<file path="config.mk">
export PLATFORM = sky130hd
export DESIGN_NAME = q2_sequencer
export DESIGN_NICKNAME = d
export VERILOG_FILES = /design/src/rtl/q2_pkg.sv /design/src/rtl/q2_bitcnt.sv /design/src/rtl/q2_sequencer.sv
export SDC_FILE = /design/constraint.sdc
export NUM_CORES = 1
export LEC_CHECK = 0
export ABC_AREA = 1
export CAP_MARGIN = 20
export CORE_AREA = 2 2 41 43
export DETAILED_ROUTE_END_ITERATION = 12
export DIE_AREA = 0 0 43 45
export DONT_BUFFER_PORTS = 1
export PLACE_DENSITY = 0.72
export SLEW_MARGIN = 20
export SYNTH_ARGS = -nofsm -noshare
export SYNTH_HDL_FRONTEND = slang
export SYNTH_SLANG_ARGS = --single-unit
</file>
<file path="constraint.sdc">
create_clock -name clk -period 1.3 [get_ports clk]
set_input_delay 0.13 -clock clk [delete_from_list [all_inputs] [get_ports clk]]
set_output_delay 0.13 -clock clk [all_outputs]
set_load 0.05 [all_outputs]
</file>
<file path="src/rtl/q2_pkg.sv">
`default_nettype none
// ============================================================================
//  Module   : q2_pkg
//  Purpose  : Shared definitions for the Q2 serial-CPU sequencer: the
//             sequencer state encoding and the 3-bit instruction opcodes.
//  Revision : 1.0  initial release
// ============================================================================
package q2_pkg;

    typedef enum logic [2:0] {
        ST_FETCH = 3'd0,
        ST_DEREF = 3'd1,
        ST_LOAD  = 3'd2,
        ST_ALU   = 3'd3,
        ST_EXEC  = 3'd4
    } state_t;

    // op[2]=0 : operand load followed by a serial ALU pass
    // op[2]=1 : executed directly in EXEC
    localparam logic [2:0] OP_LD  = 3'b000;
    localparam logic [2:0] OP_NOR = 3'b001;
    localparam logic [2:0] OP_ADD = 3'b010;
    localparam logic [2:0] OP_SHR = 3'b011;
    localparam logic [2:0] OP_RSV = 3'b100;
    localparam logic [2:0] OP_ST  = 3'b101;
    localparam logic [2:0] OP_JMP = 3'b110;
    localparam logic [2:0] OP_JNF = 3'b111;

endpackage
`default_nettype wire

</file>
<file path="src/rtl/q2_bitcnt.sv">
`default_nettype none
// ============================================================================
//  Module   : q2_bitcnt
//  Purpose  : Serial bit counter 0..WIDTH-1 with terminal-count flag.
//  Ports    : clk, rst_n (sync, active low)
//             clr  - force count to 0
//             en   - advance; wraps to 0 after WIDTH-1
//             cnt  - current bit index
//             tc   - count is at WIDTH-1
//  Revision : 1.0  initial release
// ============================================================================
module q2_bitcnt #(
    parameter int WIDTH = 8,
    parameter int CNT_W = $clog2(WIDTH)
) (
    input  logic             clk,
    input  logic             rst_n,
    input  logic             clr,
    input  logic             en,
    output logic [CNT_W-1:0] cnt,
    output logic             tc
);

    localparam logic [CNT_W-1:0] C_LAST = CNT_W'(WIDTH - 1);

    logic [CNT_W-1:0] r_cnt;

    always_ff @(posedge clk) begin
        if (!rst_n) begin
            r_cnt <= '0;
        end else if (clr) begin
            r_cnt <= '0;
        end else if (en) begin
            r_cnt <= (r_cnt == C_LAST) ? '0 : r_cnt + CNT_W'(1);
        end
    end

    assign cnt = r_cnt;
    assign tc  = (r_cnt == C_LAST);

endmodule
`default_nettype wire

</file>
<file path="src/rtl/q2_sequencer.sv">
`default_nettype none
// ============================================================================
//  Module   : q2_sequencer
//  Purpose  : Control sequencer of the Q2 bit-serial CPU. Walks each
//             instruction through FETCH / DEREF / LOAD / ALU / EXEC and
//             issues the memory request, source selects and write strobes.
//  Ports    : clk, rst_n (sync, active low)
//             ins_op, ins_deref   - instruction fields (latched on fetch ack)
//             f, x0, alu_cout     - flag / X LSB / serial carry for fout, jnf
//             mem_ack             - completes an access while mem_req is high
//             mem_req, rdp/rdm/rda, wro/wrx/wra/wrp/wrm/wrf, incp,
//             shift_en, fout, busy, state, bit_cnt - all forced to 0 in reset
//  Options  : Q2_SEQ_STEP_EN adds inputs run/step. With run=0, FETCH waits
//             for a rising edge on step and then runs one instruction.
//  Revision : 1.0  initial release
// ============================================================================
module q2_sequencer
    import q2_pkg::*;
#(
    parameter int WIDTH = 8,
    parameter int CNT_W = $clog2(WIDTH)
) (
    input  logic             clk,
    input  logic             rst_n,
`ifdef Q2_SEQ_STEP_EN
    input  logic             run,
    input  logic             step,
`endif
    input  logic [2:0]       ins_op,
    input  logic             ins_deref,
    input  logic             f,
    input  logic             x0,
    input  logic             alu_cout,
    input  logic             mem_ack,
    output logic             mem_req,
    output logic [2:0]       state,
    output logic [CNT_W-1:0] bit_cnt,
    output logic             rdp,
    output logic             rdm,
    output logic             rda,
    output logic             wro,
    output logic             wrx,
    output logic             wra,
    output logic             wrp,
    output logic             wrm,
    output logic             wrf,
    output logic             incp,
    output logic             shift_en,
    output logic             fout,
    output logic             busy
);

    state_t           r_state;
    state_t           w_next;
    logic [2:0]       r_op;
    logic             r_deref;
    logic             w_go;
    logic             w_req;
    logic             w_ack;
    logic             w_cnt_clr;
    logic             w_cnt_en;
    logic             w_tc;
    logic [CNT_W-1:0] w_cnt;

`ifdef Q2_SEQ_STEP_EN
    logic r_step_q;
    logic r_armed;
    logic w_rise;

    assign w_rise = step & ~r_step_q;
    // Armed holds a step request across a delayed fetch acknowledge.
    assign w_go   = run | r_armed | w_rise;

    always_ff @(posedge clk) begin
        if (!rst_n) begin
            r_step_q <= 1'b0;
            r_armed  <= 1'b0;
        end else begin
            r_step_q <= step;
            r_armed  <= (r_state == ST_FETCH) & ~run & (r_armed | w_rise) & ~w_ack;
        end
    end
`else
    assign w_go = 1'b1;
`endif

    // Request is computed separately so the acknowledge can feed the
    // strobe/next-state logic without a combinational self-reference.
    always_comb begin
        w_req = 1'b0;
        if (rst_n) begin
            case (r_state)
                ST_FETCH: w_req = w_go;
                ST_DEREF: w_req = 1'b1;
                ST_LOAD:  w_req = 1'b1;
                ST_EXEC:  w_req = (r_op == OP_ST);
                default:  w_req = 1'b0;
            endcase
        end
    end

    assign w_ack = w_req & mem_ack;

    always_comb begin
        w_next    = r_state;
        w_cnt_clr = 1'b0;
        w_cnt_en  = 1'b0;
        mem_req   = w_req;
        rdp       = 1'b0;
        rdm       = 1'b0;
        rda       = 1'b0;
        wro       = 1'b0;
        wrx       = 1'b0;
        wra       = 1'b0;
        wrp       = 1'b0;
        wrm       = 1'b0;
        wrf       = 1'b0;
        incp      = 1'b0;
        shift_en  = 1'b0;
        fout      = 1'b0;
        if (rst_n) begin
            case (r_state)
                ST_FETCH: begin
                    rdp = w_go;
                    if (w_ack) begin
                        wro  = 1'b1;
                        incp = 1'b1;
                        // Decode from the bus: the op register loads on this edge.
                        if (ins_deref)      w_next = ST_DEREF;
                        else if (ins_op[2]) w_next = ST_EXEC;
                        else                w_next = ST_LOAD;
                    end
                end
                ST_DEREF: begin
                    rdm = 1'b1;
                    if (w_ack) begin
                        wrx    = r_deref;
                        w_next = r_op[2] ? ST_EXEC : ST_LOAD;
                    end
                end
                ST_LOAD: begin
                    rdm = 1'b1;
                    if (w_ack) begin
                        wrx       = 1'b1;
                        w_cnt_clr = 1'b1;
                        w_next    = ST_ALU;
                    end
                end
                ST_ALU: begin
                    shift_en = 1'b1;
                    wra      = 1'b1;
                    w_cnt_en = 1'b1;
                    if (w_tc) begin
                        wrf    = 1'b1;
                        w_next = ST_FETCH;
                        case (r_op)
                            OP_LD, OP_NOR: fout = 1'b1;
                            OP_ADD:        fout = alu_cout;
                            OP_SHR:        fout = x0;
                            default:       fout = 1'b0;
                        endcase
                    end
                end
                ST_EXEC: begin
                    case (r_op)
                        OP_ST: begin
                            rda = 1'b1;
                            if (w_ack) begin
                                wrm    = 1'b1;
                                w_next = ST_FETCH;
                            end
                        end
                        OP_JMP: begin
                            wrp    = 1'b1;
                            w_next = ST_FETCH;
                        end
                        OP_JNF: begin
                            wrp    = ~f;
                            w_next = ST_FETCH;
                        end
                        OP_RSV:  w_next = ST_FETCH;
                        default: w_next = ST_FETCH;
                    endcase
                end
                default: w_next = ST_FETCH;
            endcase
        end
    end

    always_ff @(posedge clk) begin
        if (!rst_n) begin
            r_state <= ST_FETCH;
            r_op    <= OP_LD;
            r_deref <= 1'b0;
        end else begin
            r_state <= w_next;
            if ((r_state == ST_FETCH) && w_ack) begin
                r_op    <= ins_op;
                r_deref <= ins_deref;
            end
        end
    end

    q2_bitcnt #(
        .WIDTH (WIDTH),
        .CNT_W (CNT_W)
    ) u_bitcnt (
        .clk   (clk),
        .rst_n (rst_n),
        .clr   (w_cnt_clr),
        .en    (w_cnt_en),
        .cnt   (w_cnt),
        .tc    (w_tc)
    );

    assign state   = rst_n ? r_state : 3'd0;
    assign bit_cnt = rst_n ? w_cnt : '0;
    assign busy    = rst_n & (r_state != ST_FETCH);

endmodule
`default_nettype wire

</file>
==> results of run 1 <==
==> cell usage after synthesis, drive strengths merged <==
| library cell | number |
|---|---|
| a21oi | 4 |
| nand2 | 36 |
| nor3 | 2 |
| o31ai | 1 |
| a211oi | 2 |
| inv | 25 |
| a31oi | 1 |
| nand3 | 6 |
| o21ai | 8 |
| nor2 | 21 |
| ha | 2 |
| nand4 | 1 |
| dfxtp | 10 |
| buf | 4 |
==> cells by family after synthesis <==
kind of cell,count (synthesis),share of synthesized area
compound gates,16,0.155
fa+ha+maj,2,0.0326
buf+inv,29,0.158
flops,10,0.261
simple gates,66,0.394
==> through the flow <==
stage	cell area [µm²]	std cells	hold WS [ns]	setup TNS (ns)	setup WS, ns
floorplan	902	123	0.247	-1.18	-0.365
detailed placement	1250	168	0.251	-1.50	-0.221
global placement	1250	168	0.253	-0.256	-0.0780
==> summary.txt, run 1 <==
Clocking
  • Hold_buf cts: 2
  • Clock root cell: clkbuf_4
  • Setup Fix Bufs, Post-CTS: 12
  • PostCTS Resize Cnt: 52
  • Htree depth: 1
  • Maximum root-to-sink buffer count: 2
  • CTS Buf Count: 3
  • Num Clock Sinks: 10

Synth
  • Register bit total from synthesis: 10
  • Proportion of synthesized chip area in sequential cells: 0.261
  • Synth Cell Area: just under 800 µm²
  • Syn Area/Cell: between 6 and 7 µm²
  • Post-Syn Instances: 123
  • Synth area leaders: dfxtp_1 (26%), nand2_1 (17%), inv_1 (11%), nor2_1 (8.8%), o21ai_4 (4.2%)
  • Unique masters post-synth: 23
  • Syn nets: between 100 and 150
  • Ys Warns: 0
  • Top-area cell type share of the netlist area: 0.261
  • Synth area leader: dfxtp_1

Die
  • Die Ht: 45 µm
  • I/O Pins: 30
  • Initial Util: 0.522
  • Die width: around 43 µm
  • Rows: 14

Outcome
  • Exit stage: clock tree synthesis (4_1_cts)
  • Run Error: [ERROR DPL-0038] Utilization greater than 100%, impossible to legalize
  • Status: aborted with a tool error

Place
  • DP HPWL: 2040 µm
  • IO buf count: 0
  • Routability Congestion: 0.844
==> inputs of run 2 (changes only) <==
--- a/config.mk
+++ b/config.mk
@@ -7,11 +7,11 @@
 export LEC_CHECK = 0
 export ABC_AREA = 1
 export CAP_MARGIN = 20
-export CORE_AREA = 2 2 41 43
+export CORE_AREA = 2 2 63 65
 export DETAILED_ROUTE_END_ITERATION = 12
-export DIE_AREA = 0 0 43 45
+export DIE_AREA = 0 0 65 67
 export DONT_BUFFER_PORTS = 1
-export PLACE_DENSITY = 0.72
+export PLACE_DENSITY_LB_ADDON = 0.15
 export SLEW_MARGIN = 20
 export SYNTH_ARGS = -nofsm -noshare
 export SYNTH_HDL_FRONTEND = slang
==> constraint.sdc (replaced) <==
create_clock -name clk -period 1.69 [get_ports clk]
set_input_delay 0.169 -clock clk [delete_from_list [all_inputs] [get_ports clk]]
set_output_delay 0.169 -clock clk [all_outputs]
set_load 0.05 [all_outputs]
==> run 2 against run 1 <==
- synthesized cell count did not move
- the run now ends clean
- area after synthesis did not move
==> summary.txt, run 2 <==
Outcome
  • Status: finished clean

Critical path
  • Worst path cell trace: inv_2 > nor2_4 > nand3_2 > nand2_4 > nand3_4 > a211oi_4 > buf_12
  • Crit Path Category: reg2out
  • Critical Path Max Stage Delay: between 0.3 and 0.4 ns
  • CP Max Fanout: 3
  • Worst Setup Start Kind: register
  • Worst Setup End Kind: output pin
  • Arrival time worst endpoint: about 1.5 ns
  • CP required: ~1.5 ns
  • Slowest-stage cell, CP: dfxtp_2

Timing
  • Final setup fails: 0
  • Tcrit/Tclk final: 0.976
  • Hold Slack: between 0.04 and 0.05 ns
  • RSZ-0062 raised after global routing: true
  • Worst clock skew: approximately 0.0062 ns
  • Worst slew margin: 0.719
  • Fmax: ~0.61 GHz
  • Final hold vios: 0
  • Worst slew pin tran: about 0.42 ns
  • Post-layout minimum cycle time: 1.65 ns
  • Final WS setup: between 0.04 and 0.05 ns
  • Slew Limit Fails: 0

Synth
  • Async set-reset flop share out of synthesis: 0 (unchanged)
  • Post-synth EDFFs: 0 (unchanged)
  • Synth Flop Type: dfxtp_1
  • Ys Warns: 0 (unchanged)
  • Unique masters post-synth: 23 (unchanged)
  • Commonest cells post-synth: nand2_1 (34), inv_1 (22), nor2_1 (18), dfxtp_1 (10)
  • Top-area cell type share of the netlist area: 0.261 (unchanged)
  • Register bit total from synthesis: 10 (unchanged)
  • Synth area leader: dfxtp_1
  • Most numerous cell in the Yosys netlist: nand2_1
  • Synth area leaders: dfxtp_1 (26%), nand2_1 (17%), inv_1 (11%), nor2_1 (8.8%), o21ai_4 (4.2%)
  • Synth Cell Area: 768 µm² (unchanged)
  • Syn nets: 135 (unchanged)
  • Proportion of synthesized chip area in sequential cells: 0.261 (unchanged)
  • Post-Syn Instances: 123 (unchanged)
  • Syn Area/Cell: 6.25 µm² (unchanged)

Drt
  • Antenna Nets Post-Route: 0
  • DRT Pass-1 Iters: 4
  • Drt first-iter violations: 24
  • Routed wire length: just over 2000 µm
  • # DRC: 0
  • Vias post-DR: 789
  • Drt via density: a little over 4
  • Wire length per cell: 10.6 µm

Clocking
  • Maximum root-to-sink buffer count: 2 (unchanged)
  • Hold_buf cts: 0 (-2)
  • Clock root cell: clkbuf_8
  • CTS tree: yes
  • CTS Buf Count: 3 (unchanged)
  • Htree depth: 1 (unchanged)
  • Insertion delay to the later sink of the worst-skew pair: between 0.2 and 0.25 ns
  • Num Clock Sinks: 10 (unchanged)
  • Worst-path clk slew: ~0.05 ns

Job
  • Maxcap violations: 0

Place
  • IO buf count: 0 (unchanged)
  • Pre-CTS setup slack: 0.167 ns (+0.388 ns)
  • Routability Congestion: 0.811 (-3.9%)
  • DP HPWL: 1660 µm (-18%)

Global route
  • First-pass GRT wire length: 3420 µm
  • Largest net degree at the start of global routing: 18
  • Number of global-route vias before repair: between 700 and 800
  • Total gr overflow: 0
  • Initial antenna violation count: 0
  • GRT Resource Usage Total: 0.106

Die
  • Core area: 3610 µm²
  • Rows: 22 (+8)
  • I/O Pins: 30 (unchanged)
  • Die area: around 4400 µm²
  • Initial Util: 0.213 (-0.309)
  • Die Ht: 67 µm (+49%)
  • Die width: 65 µm (+51%)

Worst hold path
  • Min-Delay Path Class: in2reg

Power
  • PD cells: 1000 nW/µm²
  • Sw Share: 0.460
  • Clk pwr share: 0.216
  • Switching power of the nets: around 540 µW
  • Pleak: about 0.00053 µW
  • Maximum VDD drop: ~0.00024 V
  • Logic pwr share: 0.505
  • Internal power: 636 µW
  • Reg power frac: 0.279

Cells and area
  • Most frequent cells in the layout: nand2_1 (32), buf_4 (19), inv_1 (15), nor2_1 (15), inv_2 (7)
  • Layout Nets: 158
  • Layout cell share with drive strength beyond 1: 0.458
  • Synthesis-to-layout area growth: 53.3%
  • Fill cell count: 404
  • Leading cell type in the layout, fill and taps excluded: nand2_1
  • Ant diodes: 0
-- run 2: cell counts after synthesis --
No cell type changed its count.
-- run 2: routing by layer --
layer | GRT usage | wire, µm | up-vias
met4 | 0.0718 | 50 | 0
met5 | 0 | 0 | -
li1 | - | - | 419
met3 | 0.0186 | 64 | 4
met1 | 0.128 | 881 | 352
met2 | 0.170 | 1050 | 14
-- run 2: worst max-delay path, delay by kind of cell, from the launching register on --
| kind | cells | cell delay (ns) |
|---|---|---|
| and+or+nand+nor | 4 | 0.42 |
| buffers and inverters | 2 | 0.22 |
| DFF | 1 | 0.34 |
| AOI/OAI and AO/OA | 1 | 0.25 |
-- run 2: path summary, 6_finish.rpt --
| check | startpoint | endpoint | slack [ns] | cells past startpoint |
|---|---|---|---|---|
| worst max-delay path | r_op[0] | wrx | 0.04 | 7 |
| worst min-delay path | rst_n | r_state[2] | 0.04 | 2 |
| worst max register to register | r_op[0] | u_bitcnt.cnt[1] | 0.35 | 8 |
| worst min register to register | r_state[2] | r_state[2] | 0.52 | 2 |
-- run 2: cell families after synthesis --
| kind of cell | after synthesis | share of synthesized area |
|---|---|---|
| simple gates | 66 | 0.394 |
| buf+inv | 29 | 0.158 |
| compound gates | 16 | 0.155 |
| flops | 10 | 0.261 |
| fa+ha+maj | 2 | 0.0326 |
-- run 2: final cells by class --
type                    instances  area, µm²  share of cell area
well taps                      48       60.1              0.0510
clock buffers                   3       41.3              0.0351
inverters                      25        104              0.0882
repair buffers                 22        203               0.172
flip-flops and latches         10        216               0.184
multi-input cells              84        553               0.470
-- run 2: power by group through the flow --
| stage | Clock [µW] | Sequential, µW | Combinational [µW] |
|---|---|---|---|
| after floorplan | 0 | 306 | 438 |
| after detailed placement | 0 | 314 | 556 |
| after global routing | 277 | 337 | 655 |
| final | 254 | 329 | 595 |
| after global placement | 0 | 314 | 558 |
| after CTS | 264 | 313 | 563 |
-- run 2: what timing repair did --
item | in CTS | in global routing
setup endpoints to repair | 4 | 5
buffers inserted | 1 | 6
pin swaps | 2 | 7
gates resized for setup | 7 | 22
-- run 2: through the flow --
stage / std cells / instance area (µm²) / power, µW / util / TNS [ns]
floorplan: 123 / 826 / 744 / - / -0.189
global placement: 182 / 1010 / 872 / 0.280 / 0
detailed placement: 182 / 1010 / 870 / 0.280 / 0
CTS: 186 / 1070 / 1140 / 0.296 / 0
global route: 192 / 1180 / 1270 / 0.327 / -0.0228
finish: 192 / 1180 / 1180 / 0.327 / 0
Power figures use the tool's default switching activity.
